**src/rtl/ureg_pkg.sv**
```systemverilog
// Shared definitions for the ureg_cell universal register: mode encodings and widths.
package ureg_pkg;

  localparam int unsigned MODE_W = 3;

  localparam logic [MODE_W-1:0] MODE_HOLD = 3'b000;
  localparam logic [MODE_W-1:0] MODE_LOAD = 3'b001;
  localparam logic [MODE_W-1:0] MODE_SHL  = 3'b010;
  localparam logic [MODE_W-1:0] MODE_SHR  = 3'b011;
  localparam logic [MODE_W-1:0] MODE_ROTL = 3'b100;
  localparam logic [MODE_W-1:0] MODE_ROTR = 3'b101;
  localparam logic [MODE_W-1:0] MODE_INC  = 3'b110;
  localparam logic [MODE_W-1:0] MODE_DEC  = 3'b111;

endpackage

```
**src/rtl/ureg_next.sv**
```systemverilog
// Combinational next-state function of the universal register: computes next q and carry
// from the current word, the selected mode and the serial/parallel inputs.
module ureg_next
  import ureg_pkg::*;
#(
  parameter int unsigned WIDTH = 8
) (
  input  logic [WIDTH-1:0]  q_i,
  input  logic              carry_i,
  input  logic [MODE_W-1:0] mode_i,
  input  logic [WIDTH-1:0]  d_i,
  input  logic              sin_l_i,
  input  logic              sin_r_i,
  output logic [WIDTH-1:0]  q_o,
  output logic              carry_o
);

  localparam logic [WIDTH-1:0] ONE = WIDTH'(32'd1);

  // Shifts are built from shift operators so that WIDTH = 1 needs no special slicing.
  logic [WIDTH-1:0] shl_s, shr_s, rotl_s, rotr_s;

  assign shl_s  = (q_i << 1'b1) | WIDTH'(sin_r_i);
  assign shr_s  = (q_i >> 1'b1) | (WIDTH'(sin_l_i) << (WIDTH - 1));
  assign rotl_s = (q_i << 1'b1) | WIDTH'(q_i[WIDTH-1]);
  assign rotr_s = (q_i >> 1'b1) | (WIDTH'(q_i[0]) << (WIDTH - 1));

  // Mode decode; unknown modes behave as HOLD.
  always_comb begin
    q_o     = q_i;
    carry_o = carry_i;
    case (mode_i)
      MODE_HOLD: begin q_o = q_i;       carry_o = carry_i;        end
      MODE_LOAD: begin q_o = d_i;       carry_o = 1'b0;           end
      MODE_SHL:  begin q_o = shl_s;     carry_o = q_i[WIDTH-1];   end
      MODE_SHR:  begin q_o = shr_s;     carry_o = q_i[0];         end
      MODE_ROTL: begin q_o = rotl_s;    carry_o = q_i[WIDTH-1];   end
      MODE_ROTR: begin q_o = rotr_s;    carry_o = q_i[0];         end
      MODE_INC:  begin q_o = q_i + ONE; carry_o = &q_i;           end
      MODE_DEC:  begin q_o = q_i - ONE; carry_o = ~|q_i;          end
      default:   begin q_o = q_i;       carry_o = carry_i;        end
    endcase
  end

endmodule

```
**src/rtl/ureg_cell.sv**
```systemverilog
// Universal register cell: one WIDTH-bit word plus registered carry, eight modes, serial chaining.
// Optional synchronous clear input sclr is present when UREG_CELL_SYNC_CLR_EN is defined.
module ureg_cell
  import ureg_pkg::*;
#(
  parameter int unsigned WIDTH       = 8,
  parameter logic [31:0] RESET_VALUE = 32'd0
) (
  input  logic              clk,
  input  logic              rst_n,
  input  logic              en,
  input  logic [MODE_W-1:0] mode,
  input  logic [WIDTH-1:0]  d,
  input  logic              sin_r,
  input  logic              sin_l,
`ifdef UREG_CELL_SYNC_CLR_EN
  input  logic              sclr,
`endif
  output logic [WIDTH-1:0]  q,
  output logic [WIDTH-1:0]  notq,
  output logic              sout_l,
  output logic              sout_r,
  output logic              carry,
  output logic              zero
);

  localparam logic [WIDTH-1:0] RST_Q = RESET_VALUE[WIDTH-1:0];

  logic [WIDTH-1:0] q_q, q_d, q_nxt_s;
  logic             carry_q, carry_d, carry_nxt_s;

  ureg_next #(.WIDTH(WIDTH)) u_next (
    .q_i     (q_q),
    .carry_i (carry_q),
    .mode_i  (mode),
    .d_i     (d),
    .sin_l_i (sin_l),
    .sin_r_i (sin_r),
    .q_o     (q_nxt_s),
    .carry_o (carry_nxt_s)
  );

  // Enable / clear gating of the next-state function.
  always_comb begin
    q_d     = q_q;
    carry_d = carry_q;
`ifdef UREG_CELL_SYNC_CLR_EN
    if (sclr) begin
      q_d     = '0;
      carry_d = 1'b0;
    end else if (en) begin
      q_d     = q_nxt_s;
      carry_d = carry_nxt_s;
    end else begin
      q_d     = q_q;
      carry_d = carry_q;
    end
`else
    if (en) begin
      q_d     = q_nxt_s;
      carry_d = carry_nxt_s;
    end else begin
      q_d     = q_q;
      carry_d = carry_q;
    end
`endif
  end

  // State flops with asynchronous reset.
  always_ff @(posedge clk or negedge rst_n) begin
    if (!rst_n) begin
      q_q     <= RST_Q;
      carry_q <= 1'b0;
    end else begin
      q_q     <= q_d;
      carry_q <= carry_d;
    end
  end

  assign q      = q_q;
  assign carry  = carry_q;
  assign notq   = ~q_q;
  assign sout_l = q_q[WIDTH-1];
  assign sout_r = q_q[0];
  assign zero   = ~|q_q;

endmodule

```
**config.mk**
```make
export PLATFORM = sky130hd
export DESIGN_NAME = ureg_cell
export DESIGN_NICKNAME = d
export VERILOG_FILES = /design/src/rtl/ureg_pkg.sv /design/src/rtl/ureg_next.sv /design/src/rtl/ureg_cell.sv
export SDC_FILE = /design/constraint.sdc
export NUM_CORES = 1
export LEC_CHECK = 0
export BUFFER_PORTS_ARGS = -buffer_cell sky130_fd_sc_hd__buf_2
export CAP_MARGIN = 20
export CORE_MARGIN = 5
export CORE_UTILIZATION = 49
export DETAILED_ROUTE_END_ITERATION = 10
export PLACE_DENSITY = 0.78
export SYNTH_ARGS = -nofsm -noshare
export SYNTH_HDL_FRONTEND = slang
export SYNTH_SLANG_ARGS = --single-unit
```
**constraint.sdc**
```tcl
create_clock -name clk -period 2.2 [get_ports clk]
set_input_delay 0.44 -clock clk [delete_from_list [all_inputs] [get_ports clk]]
set_output_delay 0.44 -clock clk [all_outputs]
set_load 0.005 [all_outputs]
```
; Yosys cells after proc, flatten, opt, wreduce, memory -nomap -nowiden
; Index checks and enable logic that the tools add are counted.
[word_totals]
mem_count = 0
wordCells = 26
reg_bits = 9
romBits = 0
out_inout_bits = 20
ram_bits = 0
latch_bits = 0
[op_classes]
addsub = 2
muxes = 2
n_mul = 0
eq_ne = 7
magnitude_cmp = 0
n_bitwise = 6
shift = 0
n_div = 0
n_reduce_logical = 7
[op_table]
columns = cell, count
row1 = $pmux W8 S7, 1
row2 = $or A7 B8 Y8, 2
row3 = $or A8 B1 Y8, 2
row4 = $eq A3 B3 Y1 const B, 4
row5 = $add A8 B1 Y8 const B, 1
row6 = $not A8 Y8, 1
row7 = $reduce_and A8 Y1, 1
row8 = $reduce_or A8 Y1, 1
row9 = $sub A8 B1 Y8 const B, 1
row10 = $eq A3 B2 Y1 const B, 2
row11 = $pmux W1 S5, 1
row12 = $reduce_or A2 Y1, 2
row13 = $eq A3 B1 Y1 const B, 1
row14 = $logic_not A3 Y1, 1
row15 = $reduce_and A2 Y1, 1
row16 = $logic_not A1 Y1, 1
row17 = $not A1 Y1, 1

; Depth between registers and ports, before layout
[logic_depth]
depth_word = 3
mapped_depth = 8

; By module
; A second synthesis with hierarchy kept.
[hier_totals]
cells_unflattened = 174
hier_area_um2 = 1301.2
[modules_own_cells]
columns = mod, n_inst, area_each_um2, seq_area_each_um2, cells_each
row1 = ureg_next, 1, 922.1, 0.0, 133
row2 = ureg_cell, 1, 379.1, 225.2, 41

; Worst setup path before layout
; No wires, ideal clock.
[synth_timing]
path_kind = in2reg
startpoint = in mode[2]
endpoint = reg q_q[6], in the netlist q[6]
n_path_buf = 1
stages = 7
arrival_time_ns = 2.149
slack_ns = -0.036
t_required_ns = 2.113
cell_sequence = clkbuf_1 > and3_1 > xnor2_1 > ha_1 > or4_4 > a2111o_1 > o211ai_1
[synth_between]
elab_chain_cells = 3
elab_cells_between_ends = 11
classes_between = eq/ne (7) / mux (1) / bitwise (1) / reduce/logical (2)
[synth_rtl]
columns = item, line
row1 = from (decl), ureg_cell.sv:12  ; input logic [MODE_W-1:0] mode,
row2 = "parallel branches: the longest is 3 deep, another holds $pmux W8 S7", --
row3 = to (signal assigned), ureg_cell.sv:75  ; q_q <= q_d;
row4 = to (decl), ureg_cell.sv:29  ; logic [WIDTH-1:0] q_q, q_d, q_nxt_s;
; Several ways; the timed one is not identified.
; A chain may end at the register's enable or synchronous reset.

; Final worst setup path
[layout_timing]
startpoint = reg q_q[3], in the netlist q[3]
endpoint = out zero
[layout_between]
elab_chain_cells = 2
[layout_rtl]
columns = item, line
row1 = $reduce_or A8 Y1, ureg_cell.sv:85  ; assign zero = ~|q_q;
row2 = $logic_not A1 Y1, ureg_cell.sv:85
row3 = to (decl), ureg_cell.sv:24  ; output logic zero
; Every way passes these cells.

==> impl_metrics.csv <==
group,metric,value,unit
cts,cts_buffers,3,
synthesis,syn_area,1020,µm²
routing,antenna_left,0,
pwr,p_sw_frac,0.433,
cts,cts_tree,"yes",
pwr,ir_drop,0.358,mV
global_routing,grt_pass1_vias,1137,
routing,wl_per_cell,16.4,µm
routing,via_per_inst,6.06,
setup_path,cp_top_family,"simple AND/OR/NAND/NOR gates",
pwr,combPwrFrac,0.533,
die,die_y,55.6,µm
sta,clock.fmax,0.486,GHz
synthesis,synthTopCellsByCount,"inv_1, o21ai_0, clkbuf_1, dfrtp_1, nand2_1",
setup_path,slowest_delay,0.54,ns
setup_path,arrival,1.62,ns
routing,wirelength,3340,µm
synthesis,ys_ff_latch,9,
global_routing,grt_max_degree,29,
finish,nFillCells,201,
routing,initialDrtViolationCount,59,
finish,area_growth,25.5,%
pwr,finalPower,819,µW
finish,drive_above_1_share,0.307,
die,start_util,0.518,
run,drv_cap,0,
setup_path,cp_cell_sequence,"or4_4, nor3_1, buf_2",
cts,clock_path_buffers,2,
setup_path,cp_max_fo,3,
setup_path,critPathRequiredTime,1.76,ns
setup_path,reg2reg_depth,4,
finish,layout.nets,194,
placed_design,dpl.hpwl,2480,µm
finish,fin_area,1280,µm²
pwr,leakage,0.000591,µW
cts,hold_buffers,0,
die,dieArea,3090,µm²
status,status,"finished, final reports clean",
routing,drtPass1Iterations,4,
global_routing,grt_use_total,0.219,
pwr,switchingPower,354,µW
synthesis,synth_top_area_cell,"dfrtp_1",
pwr,p_int,464,µW
placed_design,io_buffers,35,
die,die_x,55.6,µm
cts,postCtsSetupRepairBufs,0,
pwr,p_clk_frac,0.173,
global_routing,antenna_found_initial,0,
synthesis,synth_most_common_cell,"inv_1",
sta,setup_tns,0,ns
sta,fin_crit_sh,0.935,
sta,slew_headroom,0.714,
setup_path,start_kind,"flop",
sta,final-max-slew-violation-count,0,
synthesis,synth-edff-count,0,
sta,final-setup-viol-count,0,
global_routing,grt_pass1_wl,5490,µm
pwr,seq_power_share,0.294,
sta,rsz0062_at_grt,"no",
synthesis,ys_seq_area_frac,0.221,
synthesis,syn_area_per_cell,7.32,µm²
setup_path,crit_cells,3,
die,core,1960,µm²
setup_path,crit_path_top_delay_cell,"or4_4",
finish,diodes,0,
sta,tightest_slew,0.424,ns
placed_design,gp_congestion,0.869,
synthesis,synth_top_area_share,0.221,
sta,skew,0.000741,ns
sta,post-route-min-period,2.06,ns
setup_path,path_buf_inv,1,
die,rows,16,
cts,cts_max_level,1,
cts,post_cts_resized,0,
routing,via_count,1231,
setup_path,endpoint_kind,"output pin",
cts,insertion_delay,0.27,ns
setup_path,path_class,"reg2out",
global_routing,grt-ovfl-total,0,
synthesis,synth_area_leaders,"dfrtp_1, o21ai_0, mux2i_1, inv_1, a21oi_1",
synthesis,synth_ff_type,"dfrtp_1",
cts,clock_sinks,9,
synthesis,async_flop_share,1.00,
hold_path,hold_path_class,"in2async",
routing,drcViolationCount,0,
placed_design,place_area,1250,µm²
pwr,p_per_area,642,nW/µm²
die,ios,36,
synthesis,netlist_instances,139,
sta,hold_violations,0,
cts,path_clk_slew,0.07,ns
synthesis,synth_fp_nets,156,
synthesis,ys_warn_count,0,
synthesis,ys_types,46,
cts,root_buffer,"clkbuf_4",
[area by class of cell]
cell class | instances | area, µm² | area share
clock buffers | 4 | 26.3 | 0.0206
inverters | 13 | 48.8 | 0.0382
multi-input cells | 102 | 669 | 0.525
flip-flops and latches | 9 | 225 | 0.176
well taps | 27 | 33.8 | 0.0265
repair buffers | 48 | 273 | 0.214
[metrics by stage]
stage           util  setup slack, ns  std cells  hold WS, ns
2_1_floorplan      -          0.00484        139        0.144
3_5_place_dp   0.637          0.00928        199        0.309
3_3_place_gp   0.637           0.0600        199        0.305
4_1_cts        0.651            0.138        203       0.0131
5_1_grt        0.651           0.0462        203       0.0263
6_report       0.651            0.144        203       0.0131
[cell usage in the layout (no fill, tap or decap), types with 4 or more instances in the layout]
cell type  count
dfrtp_1        9
mux2i_1        5
buf_2         35
nand2_1        9
o21ai_0       11
buf_4         13
nor2_1         5
a21oi_1        8
nor2b_1        4
nor3_1         4
nand3_1        4
inv_1         13
[worst paths after layout]
kind	startpoint	end	slack, ns
worst max-delay path	q[3]	zero	0.14
worst min-delay path	rst_n	q[6]	0.01
worst max register to register	q[3]	q[6]	0.15
worst min register to register	carry	carry	0.49
max in group asynchronous	rst_n	q[2]	2.00
min in group clk	en	q[4]	0.38
[power groups by stage]
stage                     Sequential, µW  Combinational, µW  Clock, µW
after global routing                 247                480        149
final                                241                437        141
after floorplan                      235                268          0
after CTS                            240                430        143
after global placement               239                417          0
after detailed placement             243                427          0
[flip-flops by register name (all words and copies together), names as in the netlist]
signal	count
carry	1
q	8
[logic make-up (layout without fill, tap and decap cells)]
logic type / Yosys count / count (layout) / share of synthesized area
xor gates and xnor gates: 4 / 4 / 0.0344
buffers and inverters: 28 / 65 / 0.121
adders and majority gates: 1 / 1 / 0.0123
muxes: 5 / 5 / 0.0492
AOI/OAI and AO/OA: 46 / 46 / 0.303
and+or+nand+nor: 46 / 46 / 0.260
DFF: 9 / 9 / 0.221
[per-layer routing]
layer  up-vias  share of wire  GRT usage
met4         0          0.017      0.104
met1       561           0.42      0.292
met5         -              0          0
met3         6           0.10     0.0256
li1        587              -          -
met2        77           0.46      0.348
Power figures use the tool's default switching activity.
